`src/rtl/pe_conv1d_mf_if.sv`:
```
// Streaming interface for pe_conv1d_mf: sample input, result output, forward.
// Modports: master (upstream/downstream side), slave (the PE itself).
interface pe_conv1d_mf_if #(
    parameter int N         = 8,
    parameter int M         = 2,
    parameter int SUM_WIDTH = 2*N+4
);
    logic                   in_valid;
    logic                   in_ready;
    logic [N-1:0]           xin;
    logic                   out_valid;
    logic                   out_ready;
    logic [M*SUM_WIDTH-1:0] sum;
    logic [N-1:0]           xout;
    logic                   xout_valid;

    modport master (
        output in_valid, xin, out_ready,
        input  in_ready, out_valid, sum, xout, xout_valid
    );

    modport slave (
        input  in_valid, xin, out_ready,
        output in_ready, out_valid, sum, xout, xout_valid
    );
endinterface

```
`src/rtl/pe_conv1d_mf.sv`:
```
// 1-D convolution PE: K-tap window, M filters, 2-stage MAC pipeline.
// Ports: clk, rst (sync active-low), clear, w_load, win, bus (slave modport).
// Build option: define PE_RELU_EN to clamp negative channel sums to zero.
module pe_conv1d_mf #(
    parameter int N         = 8,
    parameter int K         = 7,
    parameter int M         = 2,
    parameter int SUM_WIDTH = 2*N+4
) (
    input  logic             clk,
    input  logic             rst,
    input  logic             clear,
    input  logic             w_load,
    input  logic [M*K*N-1:0] win,
    pe_conv1d_mf_if.slave    bus
);
    localparam int CW = $clog2(K+1);

    if (SUM_WIDTH < 2*N + $clog2(K)) begin : g_bad_width
        $error("SUM_WIDTH too small for N and K");
    end
    if (K < 2) begin : g_bad_k
        $error("K must be at least 2");
    end

    logic signed [N-1:0]         r_win  [K];
    logic signed [N-1:0]         r_w    [M][K];
    // Weights snapshot paired with the sample waiting in the window, so
    // a load on the accept edge never reaches that sample.
    logic signed [N-1:0]         r_wp   [M][K];
    logic signed [2*N-1:0]       r_prod [M][K];
    logic signed [SUM_WIDTH-1:0] r_sum  [M];
    logic [CW-1:0]               r_cnt;
    logic                        r_t0;
    logic                        r_s1_v;
    logic                        r_out_valid;
    logic [N-1:0]                r_xout;
    logic                        r_xout_valid;

    logic                        w_stall;
    logic                        w_in_ready;
    logic                        w_accept;
    logic                        w_full;
    logic signed [2*N-1:0]       w_prod [M][K];
    logic signed [SUM_WIDTH-1:0] w_acc  [M];
    logic signed [SUM_WIDTH-1:0] w_s2   [M];
    logic [M*SUM_WIDTH-1:0]      w_sum_pk;

    assign w_stall    = r_out_valid & ~bus.out_ready;
    assign w_in_ready = ~w_stall & ~clear & rst;
    assign w_accept   = bus.in_valid & w_in_ready;
    // This accept is the K-th (or later) one.
    assign w_full     = (r_cnt >= CW'(K-1));

    always_comb begin
        for (int m = 0; m < M; m++) begin
            for (int k = 0; k < K; k++) begin
                w_prod[m][k] = (2*N)'(r_wp[m][k]) * (2*N)'(r_win[k]);
            end
        end
    end

    always_comb begin
        for (int m = 0; m < M; m++) begin
            w_acc[m] = '0;
            for (int k = 0; k < K; k++) begin
                w_acc[m] = w_acc[m] + SUM_WIDTH'(r_prod[m][k]);
            end
`ifdef PE_RELU_EN
            w_s2[m] = w_acc[m][SUM_WIDTH-1] ? '0 : w_acc[m];
`else
            w_s2[m] = w_acc[m];
`endif
        end
    end

    always_comb begin
        w_sum_pk = '0;
        for (int m = 0; m < M; m++) begin
            w_sum_pk[m*SUM_WIDTH +: SUM_WIDTH] = r_sum[m];
        end
    end

    always_ff @(posedge clk) begin
        if (!rst) begin
            for (int k = 0; k < K; k++) begin
                r_win[k] <= '0;
            end
            for (int m = 0; m < M; m++) begin
                for (int k = 0; k < K; k++) begin
                    r_w[m][k]    <= '0;
                    r_wp[m][k]   <= '0;
                    r_prod[m][k] <= '0;
                end
                r_sum[m] <= '0;
            end
            r_cnt        <= '0;
            r_t0         <= 1'b0;
            r_s1_v       <= 1'b0;
            r_out_valid  <= 1'b0;
            r_xout       <= '0;
            r_xout_valid <= 1'b0;
        end else begin
            if (w_load) begin
                for (int m = 0; m < M; m++) begin
                    for (int k = 0; k < K; k++) begin
                        r_w[m][k] <= win[(m*K+k)*N +: N];
                    end
                end
            end

            r_xout_valid <= w_accept;
            if (w_accept) begin
                r_xout <= bus.xin;
            end

            if (clear) begin
                for (int k = 0; k < K; k++) begin
                    r_win[k] <= '0;
                end
                r_cnt       <= '0;
                r_t0        <= 1'b0;
                r_s1_v      <= 1'b0;
                r_out_valid <= 1'b0;
            end else if (!w_stall) begin
                if (w_accept) begin
                    r_win[0] <= bus.xin;
                    for (int k = 1; k < K; k++) begin
                        r_win[k] <= r_win[k-1];
                    end
                    if (r_cnt != CW'(K)) begin
                        r_cnt <= r_cnt + CW'(1);
                    end
                end
                r_t0 <= w_accept & w_full;
                for (int m = 0; m < M; m++) begin
                    for (int k = 0; k < K; k++) begin
                        r_wp[m][k]   <= r_w[m][k];
                        r_prod[m][k] <= w_prod[m][k];
                    end
                    r_sum[m] <= w_s2[m];
                end
                r_s1_v      <= r_t0;
                r_out_valid <= r_s1_v;
            end
        end
    end

    assign bus.in_ready   = w_in_ready;
    assign bus.out_valid  = r_out_valid;
    assign bus.sum        = w_sum_pk;
    assign bus.xout       = r_xout;
    assign bus.xout_valid = r_xout_valid;
endmodule

```
`src/flat_wrapper.sv`:
```
// flat-port wrapper written by rule: the top's interface ports become plain ports
module pe_conv1d_mf_flat 
#(
    parameter int N         = 8,
    parameter int K         = 7,
    parameter int M         = 2,
    parameter int SUM_WIDTH = 2*N+4
)
  (clk, rst, clear, w_load, win, bus_in_valid, bus_xin, bus_out_ready, bus_in_ready, bus_out_valid, bus_sum, bus_xout, bus_xout_valid);
  pe_conv1d_mf_if #(.N(N), .M(M), .SUM_WIDTH(SUM_WIDTH)) bus_i ();
  input  logic clk;
  input  logic rst;
  input  logic clear;
  input  logic w_load;
  input  logic [M*K*N-1:0] win;
  input wire logic [$bits(bus_i.in_valid)-1:0] bus_in_valid;
  input wire logic [$bits(bus_i.xin)-1:0] bus_xin;
  input wire logic [$bits(bus_i.out_ready)-1:0] bus_out_ready;
  output wire logic [$bits(bus_i.in_ready)-1:0] bus_in_ready;
  output wire logic [$bits(bus_i.out_valid)-1:0] bus_out_valid;
  output wire logic [$bits(bus_i.sum)-1:0] bus_sum;
  output wire logic [$bits(bus_i.xout)-1:0] bus_xout;
  output wire logic [$bits(bus_i.xout_valid)-1:0] bus_xout_valid;
  assign bus_i.in_valid = bus_in_valid;
  assign bus_i.xin = bus_xin;
  assign bus_i.out_ready = bus_out_ready;
  assign bus_in_ready = bus_i.in_ready;
  assign bus_out_valid = bus_i.out_valid;
  assign bus_sum = bus_i.sum;
  assign bus_xout = bus_i.xout;
  assign bus_xout_valid = bus_i.xout_valid;
  pe_conv1d_mf #(.N(N), .K(K), .M(M), .SUM_WIDTH(SUM_WIDTH)) u_core (.clk(clk), .rst(rst), .clear(clear), .w_load(w_load), .win(win), .bus(bus_i));
endmodule
```
`config.mk`:
```
export PLATFORM = sky130hd
export DESIGN_NAME = pe_conv1d_mf_flat
export DESIGN_NICKNAME = d
export VERILOG_FILES = /design/src/rtl/pe_conv1d_mf_if.sv /design/src/rtl/pe_conv1d_mf.sv /design/src/flat_wrapper.sv
export SDC_FILE = /design/constraint.sdc
export NUM_CORES = 2
export LEC_CHECK = 0
export ABC_AREA = 1
export CORE_AREA = 2 2 405 407
export CTS_BUF_LIST = sky130_fd_sc_hd__clkbuf_4
export DETAILED_ROUTE_END_ITERATION = 7
export DIE_AREA = 0 0 407 409
export GPL_TIMING_DRIVEN = 0
export PLACE_DENSITY = 0.66
export SLEW_MARGIN = 10
export SYNTH_ARGS = -nofsm -noshare
export SYNTH_HDL_FRONTEND = slang
export SYNTH_SLANG_ARGS = --single-unit
```
`constraint.sdc`:
```
create_clock -name clk -period 36.7 [get_ports clk]
set_clock_uncertainty 0.2 [all_clocks]
set_input_delay 5.505 -clock clk [delete_from_list [all_inputs] [get_ports clk]]
set_output_delay 5.505 -clock clk [all_outputs]
set_load 0.05 [all_outputs]
```
==> results_dict.tcl <==
set metrics [dict create \
    status "finished clean" \
    worstPathArrival_ns 8.32 \
    hold_path_class "reg2reg" \
    syn-num-nets 9257 \
    startpoint_type "input port" \
    cts_root_buf "clkbuf_4" \
    cp.required_ns 30.99 \
    cts_resized 0 \
    core_mm2 0.162 \
    row_count 148 \
    die_w_um 407 \
    clkSinkCount 559 \
    grt_max_degree 45 \
    ir_drop_uv 46.9 \
    cts_tree "built" \
    worstRegToRegCells 24 \
    p_leak_uw 0.0377 \
    syn_area_mm2 0.0646 \
    rrSetupSlack_ns 30.47 \
    synthArstFlopShare 0 \
    ant_nets 0 \
    synthTopCellsByArea "fa_1 28%, edfxtp_1 25%, inv_1 13%" \
    clkTransAtPathRegs_ns 0.06 \
    final_cell_area_mm2 0.0716 \
    finalNetCount 9614 \
    drt-pass1-iter-count 6 \
    setup_viol 0 \
    antenna_found_initial 9 \
    io_buffers 176 \
    synth-edff-count 536 \
    cts_buffer_depth 3 \
    critPathKind "in2out" \
    hold_viol_final 0 \
    period_needed_ns 14.03 \
    dr_total_vias 48628 \
    timing.final.crit_share 0.382 \
    areaGrowthSynthToFinish_pct 10.9 \
    yosysSeqAreaShare 0.256 \
    worst_setup_path_end_kind "output pin" \
    tightest_slew_ns 1.17 \
    netlist-cell-type-count 37 \
    drc 0 \
    io_pins 177 \
    grt_pass1_vias 50880 \
    die_h_um 409 \
    wirelength_mm 175 \
    syn_inst 7736 \
    start_util 0.398 \
    synth_top_flop_cell "edfxtp_1" \
    yosys_register_bits 559 \
    crit_fanout 10 \
    final_layout_size_suffix_gt1_frac 0.0507 \
    fmaxAchievable_mhz 71.3 \
    drv_slew 0 \
    dp_slack_ns 22.67 \
    hold_depth 2 \
    worst_slack_ns 22.67 \
    power_density_mw_per_mm2 44.6 \
    gr-usage-all-layers 0.217 \
    vias_per_cell 4.68 \
    drt_iter0_markers 3225 \
    routedWlPerCell_um 16.8 \
    max_slew_margin 0.218 \
    cts_setup_buffers 0 \
    worstSkewPairLatency_ns 1.11 \
    gp_congestion 0.932 \
    drv_cap 0 \
    hpwl_mm 147 \
    synth_top_area_cell "fa_1" \
    holdBufCountCts 0 \
    rsz0062_at_grt "no" \
    placed_cell_area_mm2 0.0695 \
    cts_buffers 160 \
    avgSynthCellArea_um2 8.34 \
    grt_overflow 0 \
    yosysWarnings 0 \
    holdWs_ns 0.279 \
    dieArea_mm2 0.166 \
    grt_first_pass_wirelength_mm 278 \
    h-tree-depth 4 \
    synth_top_area_frac 0.283 \
]
## cell type report
cell class | instances | area [um^2]
Antenna cell | 5 | 12.5
Clock inverter | 61 | 430
Timing Repair Buffer | 195 | 2210
Sequential cell | 559 | 16600
Clock buffer | 219 | 1640
Tap cell | 2175 | 2720
Buffer | 260 | 1040
Inverter | 2249 | 8440
Fill cell | 15909 | 90400
Multi-Input combinational cell | 4668 | 38500
## registers in the layout, indices dropped and copies added, names as in the netlist
signal / count
u_core.bus.out_valid: 1
u_core.bus.xout: 8
u_core.bus.xout_valid: 1
u_core.r_cnt: 3
u_core.r_prod: 224
u_core.r_s1_v: 1
u_core.r_sum: 40
u_core.r_t0: 1
u_core.r_w: 112
u_core.r_win: 56
u_core.r_wp: 112
## Yosys cell counts (17+ instances only)
cell,n
or2_2,79
inv_1,2247
nor2_1,700
o21ai_0,146
fa_1,914
buf_2,47
o21a_1,21
clkbuf_1,212
dfxtp_1,23
nor3_1,29
o21ai_1,18
a21oi_1,288
nand2_1,1625
xor2_1,37
edfxtp_1,536
ha_1,481
nand3_1,168
xnor2_1,54
nand4_1,17
## layer usage
| metal | up-vias | GRT usage | wire length (um) |
|---|---|---|---|
| met5 | - | 0 | 13 |
| met4 | 2 | 0.0960 | 7530 |
| met3 | 308 | 0.0327 | 9020 |
| met2 | 1211 | 0.362 | 83600 |
| met1 | 23559 | 0.278 | 74400 |
| li1 | 23548 | - | - |
## worst max-delay path, stage by stage
cell             delay, ns
clkdlybuf4s50_1       0.52
inv_1                 0.11
nand2_2               0.10
nor2_4                0.23
buf_2                 0.36
buf_2                 0.50
clkdlybuf4s50_1       0.96
## path summary, 6_finish.rpt
check,from,end
worst max register to register,u_core.r_prod[1][97],u_core.r_sum[0][30]
worst min-delay path,u_core.r_s1_v,u_core.r_s1_v
worst min register to register,u_core.r_s1_v,u_core.r_s1_v
worst max-delay path,clear,bus_in_ready
## layout by cell type (no fill, tap or decap), types with 7 or more instances in the layout
cell type	count
xor2_1	37
o21ai_1	18
buf_16	9
clkbuf_1	211
nand3_1	168
a21boi_0	7
a31o_2	8
nor2_1	700
a31oi_1	11
buf_2	47
clkbuf_4	219
nand3b_1	8
nand4_1	17
nand2b_1	8
inv_1	2247
a21oi_1	288
edfxtp_1	536
o21bai_1	13
clkinv_1	27
o21a_1	21
clkdlybuf4s50_1	176
buf_12	10
o21ai_0	145
nor3_1	29
or2_2	79
clkinv_2	22
fa_1	914
a21o_1	14
dfxtp_1	23
nand2_1	1624
xnor2_1	54
ha_1	481
## where the power goes
group | switching, uW | leakage, uW | internal [uW]
registers | 33.5 | 0.00609 | 782
clock network | 289 | 0.00123 | 320
logic | 1170 | 0.0304 | 597
## per-stage QoR
stage	instances	total power [uW]	utilization	setup TNS, ns
finish	10391	3200	0.442	0
global route	10388	3500	0.442	0
floorplan	7736	2070	-	0
global placement	10087	2590	0.426	-3978.99
detailed placement	10106	2590	0.429	0
CTS	10386	3220	0.442	0
## cells by family after synthesis
kind of cell | Yosys count | share of synthesized area
DFF | 559 | 0.256
AOI/OAI and AO/OA | 538 | 0.0451
xor gates and xnor gates | 91 | 0.0123
adders and majority gates | 1395 | 0.377
buffers and inverters | 2509 | 0.147
and+or+nand+nor | 2644 | 0.163
No activity file was read; power rests on OpenSTA's default activity.
